File: config.mk
export PLATFORM = sky130hd
export DESIGN_NAME = concat_merge_pipe
export DESIGN_NICKNAME = d
export VERILOG_FILES = /design/src/rtl/concat_pkg.sv /design/src/rtl/concat_merge_pipe_shift_lane.sv /design/src/rtl/concat_merge_pipe.sv
export SDC_FILE = /design/constraint.sdc
export NUM_CORES = 2
export LEC_CHECK = 0
export ABC_AREA = 1
export CORE_MARGIN = 2
export CORE_UTILIZATION = 55
export CTS_BUF_LIST = sky130_fd_sc_hd__clkbuf_2 sky130_fd_sc_hd__clkbuf_4 sky130_fd_sc_hd__clkbuf_8
export CTS_CLUSTER_DIAMETER = 200
export DETAILED_ROUTE_END_ITERATION = 8
export GPL_ROUTABILITY_DRIVEN = 1
export HOLD_SLACK_MARGIN = 0.06
export PLACE_DENSITY_LB_ADDON = 0.2
export SKIP_CTS_REPAIR_TIMING = 1
export SYNTH_ARGS = -nofsm -noshare
export SYNTH_HDL_FRONTEND = slang
export SYNTH_SLANG_ARGS = --single-unit
File: constraint.sdc
create_clock -name clk -period 6.95 [get_ports clk]
set_input_delay 1.7375 -clock clk [delete_from_list [all_inputs] [get_ports clk]]
set_output_delay 1.7375 -clock clk [all_outputs]
set_load 0.1 [all_outputs]
File: src/rtl/concat_pkg.sv
`default_nettype none
// ============================================================================
// Module   : concat_pkg
// Purpose  : Shared definitions for the concat/merge pipeline.
//            Declares the per-lane mode encodings and the default
//            shift-amount and lane-output widths.
// Ports    : none (package)
// Revision : 1.0  initial release
// ============================================================================
package concat_pkg;

    // Per-lane operating mode, carried with each beat
    typedef enum logic [1:0] {
        MODE_SPLIT = 2'b00,  // A shifted to nonconcatOut, B dropped
        MODE_OR    = 2'b01,  // concatOut = shifted A | shifted B
        MODE_ADD   = 2'b10,  // concatOut = shifted A + shifted B (truncated)
        MODE_RSVD  = 2'b11   // both outputs zero, no flags
    } lane_mode_e;

    localparam int DEF_OUT_W = 24;
    localparam int DEF_SH_W  = 5;

endpackage : concat_pkg
`default_nettype wire

File: src/rtl/concat_merge_pipe_shift_lane.sv
`default_nettype none
// ============================================================================
// Module   : shift_lane
// Purpose  : Combinational left shift of a narrow operand into an OUT_W-bit
//            field. Flags any set operand bit pushed past bit OUT_W-1
//            (including shift amounts >= OUT_W).
// Ports    : value   in  IN_W   operand, zero-extended before shifting
//            shamt   in  SH_W   left-shift amount
//            shifted out OUT_W  low OUT_W bits of the shifted operand
//            ovf     out 1      a set bit was lost above OUT_W-1
// Revision : 1.0  initial release
// ============================================================================
module shift_lane
    import concat_pkg::*;
#(
    parameter int IN_W  = 4,
    parameter int SH_W  = DEF_SH_W,
    parameter int OUT_W = DEF_OUT_W
) (
    input  logic [IN_W-1:0]  value,
    input  logic [SH_W-1:0]  shamt,
    output logic [OUT_W-1:0] shifted,
    output logic             ovf
);

    // Wide enough that no operand bit can fall off the top for any shift
    // amount, so everything above OUT_W-1 is exactly what was dropped.
    localparam int c_ext_w = OUT_W + (1 << SH_W);

    logic [c_ext_w-1:0] w_ext;

    assign w_ext   = {{(c_ext_w - IN_W){1'b0}}, value} << shamt;
    assign shifted = w_ext[OUT_W-1:0];
    assign ovf     = |w_ext[c_ext_w-1:OUT_W];

endmodule : shift_lane
`default_nettype wire

File: src/rtl/concat_merge_pipe.sv
`default_nettype none
// ============================================================================
// Module   : concat_merge_pipe
// Purpose  : Two-stage pipelined shift-and-merge of PIM partial results.
//            S1 registers the per-lane shifted operands, mode and shift
//            overflow; S2 registers the merged outputs, overlap flags and
//            final overflow. Valid/ready handshake with a saturating
//            overlap counter.
// Ports    : clk, reset                  clock / synchronous active-high reset
//            in_valid, in_ready          input handshake
//            computeA, computeB          packed per-lane operands
//            weightA, weightB            packed per-lane shift amounts
//            laneMode                    packed per-lane 2-bit mode
//            clr_cnt                     clear overlap counter (beats a hit)
//            out_valid, out_ready        output handshake
//            concatOut, nonconcatOut     packed per-lane OUT_W results
//            lane_ovf, lane_ovlp         per-lane overflow / OR-overlap flags
//            ovlp_cnt                    saturating overlap count
// Revision : 1.0  initial release
// ============================================================================
module concat_merge_pipe
    import concat_pkg::*;
#(
    parameter int N_LANE = 12,
    parameter int A_W    = 4,
    parameter int B_W    = 6,
    parameter int SH_W   = DEF_SH_W,
    parameter int OUT_W  = DEF_OUT_W,
    parameter int CNT_W  = 16
) (
    input  logic                    clk,
    input  logic                    reset,
    input  logic                    in_valid,
    output logic                    in_ready,
    input  logic [N_LANE*A_W-1:0]   computeA,
    input  logic [N_LANE*B_W-1:0]   computeB,
    input  logic [N_LANE*SH_W-1:0]  weightA,
    input  logic [N_LANE*SH_W-1:0]  weightB,
    input  logic [N_LANE*2-1:0]     laneMode,
    input  logic                    clr_cnt,
    output logic                    out_valid,
    input  logic                    out_ready,
    output logic [N_LANE*OUT_W-1:0] concatOut,
    output logic [N_LANE*OUT_W-1:0] nonconcatOut,
    output logic [N_LANE-1:0]       lane_ovf,
    output logic [N_LANE-1:0]       lane_ovlp,
    output logic [CNT_W-1:0]        ovlp_cnt
);

    // ------------------------------------------------------------------
    // Shifters and stage-1 overflow selection
    // ------------------------------------------------------------------
    logic [N_LANE-1:0][OUT_W-1:0] w_sa;
    logic [N_LANE-1:0][OUT_W-1:0] w_sb;
    logic [N_LANE-1:0]            w_ova;
    logic [N_LANE-1:0]            w_ovb;
    logic [N_LANE-1:0]            w_s1_ovf;

    for (genvar gi = 0; gi < N_LANE; gi++) begin : g_lane
        logic [1:0] w_mode;

        assign w_mode = laneMode[gi*2 +: 2];

        shift_lane #(.IN_W(A_W), .SH_W(SH_W), .OUT_W(OUT_W)) u_shift_a (
            .value   (computeA[gi*A_W +: A_W]),
            .shamt   (weightA[gi*SH_W +: SH_W]),
            .shifted (w_sa[gi]),
            .ovf     (w_ova[gi])
        );

        shift_lane #(.IN_W(B_W), .SH_W(SH_W), .OUT_W(OUT_W)) u_shift_b (
            .value   (computeB[gi*B_W +: B_W]),
            .shamt   (weightB[gi*SH_W +: SH_W]),
            .shifted (w_sb[gi]),
            .ovf     (w_ovb[gi])
        );

        // B never reaches an output in SPLIT mode, so its lost bits are not
        // reported there; reserved mode raises no flags at all.
        assign w_s1_ovf[gi] = (w_mode == MODE_SPLIT) ? w_ova[gi] :
                              (w_mode == MODE_RSVD)  ? 1'b0      :
                                                       (w_ova[gi] | w_ovb[gi]);
    end

    // ------------------------------------------------------------------
    // Handshake: a stage advances when it is empty or its successor moves
    // ------------------------------------------------------------------
    logic r_s1_v;
    logic r_s2_v;
    logic w_s2_en;
    logic w_s1_en;

    assign w_s2_en  = !r_s2_v || out_ready;
    assign w_s1_en  = !r_s1_v || w_s2_en;
    assign in_ready = w_s1_en;

    // ------------------------------------------------------------------
    // Stage 1 registers
    // ------------------------------------------------------------------
    logic [N_LANE-1:0][OUT_W-1:0] r_s1_sa;
    logic [N_LANE-1:0][OUT_W-1:0] r_s1_sb;
    logic [N_LANE-1:0][1:0]       r_s1_mode;
    logic [N_LANE-1:0]            r_s1_ovf;

    always_ff @(posedge clk) begin
        if (reset) begin
            r_s1_v    <= 1'b0;
            r_s1_sa   <= '0;
            r_s1_sb   <= '0;
            r_s1_mode <= '0;
            r_s1_ovf  <= '0;
        end else if (w_s1_en) begin
            r_s1_v <= in_valid;
            // Data only moves with a real beat; bubbles leave it untouched
            if (in_valid) begin
                r_s1_sa   <= w_sa;
                r_s1_sb   <= w_sb;
                r_s1_mode <= laneMode;
                r_s1_ovf  <= w_s1_ovf;
            end
        end
    end

    // ------------------------------------------------------------------
    // Stage 2 merge logic
    // ------------------------------------------------------------------
    logic [N_LANE-1:0][OUT_W-1:0] w_cat;
    logic [N_LANE-1:0][OUT_W-1:0] w_ncat;
    logic [N_LANE-1:0]            w_ovf;
    logic [N_LANE-1:0]            w_ovlp;
    logic [OUT_W:0]               w_sum;

    always_comb begin
        w_cat  = '0;
        w_ncat = '0;
        w_ovf  = '0;
        w_ovlp = '0;
        w_sum  = '0;
        for (int i = 0; i < N_LANE; i++) begin
            w_sum = {1'b0, r_s1_sa[i]} + {1'b0, r_s1_sb[i]};
            case (r_s1_mode[i])
                MODE_SPLIT: begin
                    w_ncat[i] = r_s1_sa[i];
                    w_ovf[i]  = r_s1_ovf[i];
                end
                MODE_OR: begin
                    w_cat[i]  = r_s1_sa[i] | r_s1_sb[i];
                    w_ovf[i]  = r_s1_ovf[i];
                    w_ovlp[i] = |(r_s1_sa[i] & r_s1_sb[i]);
                end
                MODE_ADD: begin
                    // Carry out of the OUT_W-bit sum is lost data too
                    w_cat[i] = w_sum[OUT_W-1:0];
                    w_ovf[i] = r_s1_ovf[i] | w_sum[OUT_W];
                end
                default: ;
            endcase
        end
    end

    // ------------------------------------------------------------------
    // Stage 2 registers (the module outputs)
    // ------------------------------------------------------------------
    logic [N_LANE-1:0][OUT_W-1:0] r_cat;
    logic [N_LANE-1:0][OUT_W-1:0] r_ncat;
    logic [N_LANE-1:0]            r_ovf;
    logic [N_LANE-1:0]            r_ovlp;

    always_ff @(posedge clk) begin
        if (reset) begin
            r_s2_v <= 1'b0;
            r_cat  <= '0;
            r_ncat <= '0;
            r_ovf  <= '0;
            r_ovlp <= '0;
        end else if (w_s2_en) begin
            r_s2_v <= r_s1_v;
            if (r_s1_v) begin
                r_cat  <= w_cat;
                r_ncat <= w_ncat;
                r_ovf  <= w_ovf;
                r_ovlp <= w_ovlp;
            end
        end
    end

    // ------------------------------------------------------------------
    // Saturating overlap counter, counts only beats taken downstream
    // ------------------------------------------------------------------
    logic [CNT_W-1:0] r_cnt;
    logic [CNT_W:0]   w_pop;
    logic [CNT_W:0]   w_cnt_sum;
    logic [CNT_W-1:0] w_cnt_next;

    always_comb begin
        w_pop = '0;
        for (int i = 0; i < N_LANE; i++) begin
            w_pop = w_pop + {{CNT_W{1'b0}}, r_ovlp[i]};
        end
    end

    assign w_cnt_sum  = {1'b0, r_cnt} + w_pop;
    assign w_cnt_next = w_cnt_sum[CNT_W] ? {CNT_W{1'b1}} : w_cnt_sum[CNT_W-1:0];

    always_ff @(posedge clk) begin
        if (reset) begin
            r_cnt <= '0;
        end else if (clr_cnt) begin
            r_cnt <= '0;
        end else if (r_s2_v && out_ready) begin
            r_cnt <= w_cnt_next;
        end
    end

    // ------------------------------------------------------------------
    // Outputs
    // ------------------------------------------------------------------
    assign out_valid    = r_s2_v;
    assign concatOut    = r_cat;
    assign nonconcatOut = r_ncat;
    assign lane_ovf     = r_ovf;
    assign lane_ovlp    = r_ovlp;
    assign ovlp_cnt     = r_cnt;

endmodule : concat_merge_pipe
`default_nettype wire

==> impl_metrics.xml <==
<?xml version="1.0" encoding="UTF-8"?>
<metrics>
  <group name="setup_path">
    <metric name="max_stage_delay" unit="ns">1.16</metric>
    <metric name="critical_path.most_common_cell" unit="">sky130_fd_sc_hd__clkdlybuf4s50_1</metric>
    <metric name="cp_max_fo" unit="">3</metric>
    <metric name="critical_path_required" unit="ns">5.21</metric>
    <metric name="path_cells" unit="">clkdlybuf4s50_1 -&gt; inv_2 -&gt; nand3_2 -&gt; clkdlybuf4s50_1</metric>
    <metric name="path_delay_family" unit="">buffers and inverters</metric>
    <metric name="worstSetupPathType" unit="">in -&gt; out</metric>
    <metric name="path_buf_inv" unit="">3</metric>
    <metric name="crit_slowest_cell" unit="">sky130_fd_sc_hd__clkdlybuf4s50_1</metric>
    <metric name="critical_path.startpoint_type" unit="">primary input</metric>
    <metric name="worst_setup_path_end_kind" unit="">output port</metric>
    <metric name="timing.critical_path.arrival" unit="ns">3.58</metric>
  </group>
  <group name="power">
    <metric name="p_per_area" unit="nW/um^2">178.5</metric>
    <metric name="cellLeakagePower" unit="nW">39.32</metric>
    <metric name="ir_worst_vdd" unit="V">0.0001637</metric>
  </group>
  <group name="die">
    <metric name="die_area" unit="um^2">149900</metric>
    <metric name="pin_count" unit="">887</metric>
    <metric name="chipHeight" unit="um">387.1</metric>
    <metric name="dieWidth" unit="um">387.1</metric>
    <metric name="rows" unit="">140</metric>
    <metric name="core-area" unit="um^2">145700</metric>
    <metric name="floorplan.initialDensity" unit="">0.5540</metric>
  </group>
  <group name="global_routing">
    <metric name="pin_count_of_the_biggest_net_entering_global_routing" unit="">230</metric>
    <metric name="first_pass_grt_wire_length" unit="um">465400</metric>
    <metric name="antenna_found_initial" unit="">45</metric>
    <metric name="grt_overflow" unit="">0</metric>
    <metric name="groute.usage.overall" unit="">0.3908</metric>
    <metric name="via_count_of_the_first_global_routing_pass" unit="">81330</metric>
  </group>
  <group name="synth">
    <metric name="synth_seq_area_share" unit="">0.3050</metric>
    <metric name="synth_cells" unit="">12650</metric>
    <metric name="post_synthesis_net_count" unit="">13570</metric>
    <metric name="number_of_synthesized_flops_with_an_enable_pin" unit="">0</metric>
    <metric name="post_synth_instance_area" unit="um^2">80740</metric>
    <metric name="async_flop_share" unit="">0</metric>
    <metric name="synthDistinctLibCells" unit="">53</metric>
    <metric name="synth_seq_cells" unit="">1230</metric>
    <metric name="synth_ff_type" unit="">sky130_fd_sc_hd__dfxtp_1</metric>
    <metric name="syn-mean-instance-area" unit="um^2">6.383</metric>
    <metric name="ys_warn_count" unit="">0</metric>
  </group>
  <group name="sta">
    <metric name="grt_setup_unrepaired" unit="">no</metric>
    <metric name="report.final.hold_viol_count" unit="">0</metric>
    <metric name="post-route-period-util" unit="">0.7644</metric>
    <metric name="final-max-slew-violation-count" unit="">0</metric>
    <metric name="worst_pin_slew" unit="ns">1.375</metric>
    <metric name="max_clock_freq" unit="MHz">188.2</metric>
    <metric name="finalCriticalPeriod" unit="ns">5.313</metric>
    <metric name="finalClockSkew" unit="ns">0.04579</metric>
    <metric name="timing.final.ws_setup" unit="ns">1.637</metric>
    <metric name="setup_viol" unit="">0</metric>
    <metric name="timing.max_slew.rel_slack" unit="">0.08053</metric>
    <metric name="final.setup.tns" unit="ns">0</metric>
  </group>
  <group name="outcome">
    <metric name="run_status" unit="">finished, final reports clean</metric>
  </group>
  <group name="clock_tree">
    <metric name="clock_latency" unit="ns">0.95</metric>
    <metric name="clockRootBuffer" unit="">sky130_fd_sc_hd__clkbuf_8</metric>
    <metric name="cts_tree" unit="">built</metric>
    <metric name="htree_levels" unit="">4</metric>
    <metric name="clk_path_buf_depth" unit="">3</metric>
    <metric name="clock-sinks" unit="">1230</metric>
    <metric name="clkSlewWorstSetupHoldPaths" unit="ns">0.06</metric>
    <metric name="cts-buffers-inserted" unit="">206</metric>
  </group>
  <group name="drt">
    <metric name="avgRoutedWirePerCell" unit="um">20.11</metric>
    <metric name="antenna_violating_nets_post_route" unit="">0</metric>
    <metric name="first_iter_violations" unit="">9493</metric>
    <metric name="drt_drc_violations_left" unit="">0</metric>
    <metric name="avgViaCountPerCell" unit="">5.810</metric>
    <metric name="via_count" unit="">89230</metric>
    <metric name="firstDrtPassIters" unit="">8</metric>
    <metric name="wirelength" unit="um">308800</metric>
  </group>
  <group name="job">
    <metric name="drv.max_cap_violation_count" unit="">0</metric>
  </group>
  <group name="finish">
    <metric name="most_common_cell_after_layout_fill_and_taps_aside" unit="">sky130_fd_sc_hd__nand2_1</metric>
    <metric name="most-common-layout-cells" unit="">3697 x sky130_fd_sc_hd__nand2_1, 1527 x sky130_fd_sc_hd__a21oi_1, 1369 x sky130_fd_sc_hd__inv_1</metric>
    <metric name="post_route_cells_drive_above_1_share" unit="">0.04669</metric>
    <metric name="areaGrowthSynthToFinish" unit="%">17.61</metric>
    <metric name="nets" unit="">14160</metric>
  </group>
  <group name="place">
    <metric name="dpl.hpwl" unit="um">241500</metric>
    <metric name="place_ws" unit="ns">1.644</metric>
    <metric name="numPortBuffers" unit="">886</metric>
    <metric name="place.gp.congestion" unit="">1.042</metric>
  </group>
  <group name="min_path">
    <metric name="class_of_the_worst_hold_path" unit="">reg -&gt; reg</metric>
  </group>
</metrics>
sequential cells by signal, summed over array words and instances (netlist names), 16 cells and up:
| register | flops |
|---|---|
| concatOut | 288 |
| nonconcatOut | 288 |
| ovlp_cnt | 16 |
| r_s1_mode | 24 |
| r_s1_sa | 288 |
| r_s1_sb | 288 |
through the flow:
stage	instances	hold WS (ns)	area [um^2]	total power [mW]	util
2_1_floorplan	12650	0.4538	80740	8.932	-
3_3_place_gp	14940	0.4510	90130	9.629	0.6185
3_5_place_dp	14940	0.4547	90130	9.670	0.6185
4_1_cts	15320	0.4644	94870	16.94	0.6510
5_1_grt	15350	0.4781	94940	17.52	0.6515
6_report	15360	0.4637	94960	16.95	0.6515
Yosys cell counts, types with 27 or more instances:
| library cell | count | area (um^2) |
|---|---|---|
| sky130_fd_sc_hd__buf_2 | 204 | 1021 |
| sky130_fd_sc_hd__inv_1 | 1371 | 5146 |
| sky130_fd_sc_hd__a21oi_1 | 1527 | 7642 |
| sky130_fd_sc_hd__a22oi_1 | 92 | 690.7 |
| sky130_fd_sc_hd__buf_1 | 41 | 153.9 |
| sky130_fd_sc_hd__nor3_1 | 135 | 675.7 |
| sky130_fd_sc_hd__a31oi_1 | 34 | 212.7 |
| sky130_fd_sc_hd__a2bb2oi_1 | 32 | 280.3 |
| sky130_fd_sc_hd__nand4_1 | 246 | 1539 |
| sky130_fd_sc_hd__nor4_1 | 67 | 419.2 |
| sky130_fd_sc_hd__or2_2 | 120 | 750.7 |
| sky130_fd_sc_hd__nor2_1 | 849 | 3187 |
| sky130_fd_sc_hd__clkbuf_1 | 312 | 1171 |
| sky130_fd_sc_hd__nand3b_1 | 27 | 202.7 |
| sky130_fd_sc_hd__nand3_1 | 1127 | 5640 |
| sky130_fd_sc_hd__dfxtp_1 | 1230 | 24620 |
| sky130_fd_sc_hd__ha_1 | 633 | 7920 |
| sky130_fd_sc_hd__o21ai_0 | 503 | 2517 |
| sky130_fd_sc_hd__nand2_1 | 3698 | 13880 |
| sky130_fd_sc_hd__o22ai_1 | 108 | 675.7 |
power breakdown:
group          internal [mW]  switching, mW
registers               7.16          0.148
logic                  0.657           1.62
clock network           4.18           3.18
cell type report:
type	count	area (um^2)
Antenna cell	34	85.08
Clock buffer	326	4124
Clock inverter	54	613.1
Fill cell	13520	50780
Inverter	1396	5249
Multi-Input combinational cell	9451	48420
Sequential cell	1230	24620
Tap cell	1917	2399
Timing Repair Buffer	950	9439
metal layers:
layer	part of all wire	GRT usage	wire length [um]	vias to the layer above
met5	0.00071	0	220	-
met4	0.061	0.2175	18950	30
met3	0.10	0.08870	31900	821
met2	0.43	0.5997	132600	4369
met1	0.41	0.5067	125100	41230
li1	-	-	-	42780
kinds of logic (layout without fill, tap and decap cells):
group                    count (synthesis)  count (layout)  share of synthesized area
XOR/XNOR                                37              37                   0.004014
buffers and inverters                 1969            2726                    0.09555
multiplexers                             1               1                  0.0001240
flip-flops                            1230            1230                     0.3050
other                                    0              34                          0
AO/OA/AOI/OAI                         2437            2437                     0.1621
AND/OR/NAND/NOR                       6323            6323                     0.3302
adder cells (fa/ha/maj)                653             653                     0.1031
worst paths after layout:
path / slack, ns / end / depth (start not counted) / start
max: 1.64 / in_ready / 4 / out_ready
min: 0.46 / nonconcatOut[250]$_SDFFE_PP0P_ / 2 / nonconcatOut[250]$_SDFFE_PP0P_
max reg2reg: 2.54 / ovlp_cnt[11]$_SDFFE_PP0P_ / 20 / lane_ovlp[7]$_SDFFE_PP0P_
min reg2reg: 0.46 / nonconcatOut[250]$_SDFFE_PP0P_ / 2 / nonconcatOut[250]$_SDFFE_PP0P_
worst reg2reg max path, cell delays in order, from the launching register on:
cell                      delay [ns]
sky130_fd_sc_hd__dfxtp_1        0.56
sky130_fd_sc_hd__fa_1           0.48
sky130_fd_sc_hd__inv_1          0.08
sky130_fd_sc_hd__fa_1           0.43
sky130_fd_sc_hd__fa_1           0.51
sky130_fd_sc_hd__fa_1           0.42
sky130_fd_sc_hd__fa_1           0.37
sky130_fd_sc_hd__inv_1          0.10
sky130_fd_sc_hd__fa_1           0.22
sky130_fd_sc_hd__nand3_1        0.10
sky130_fd_sc_hd__nand3_2        0.09
sky130_fd_sc_hd__nand2_1        0.06
sky130_fd_sc_hd__nand2_1        0.09
sky130_fd_sc_hd__nand3_2        0.09
sky130_fd_sc_hd__nor2_2         0.17
sky130_fd_sc_hd__nand3_2        0.12
sky130_fd_sc_hd__nor2_2         0.15
sky130_fd_sc_hd__nand2_2        0.10
sky130_fd_sc_hd__nand3_1        0.09
sky130_fd_sc_hd__nand2_1        0.05
sky130_fd_sc_hd__inv_1          0.08
(Power assumes the default switching activity.)
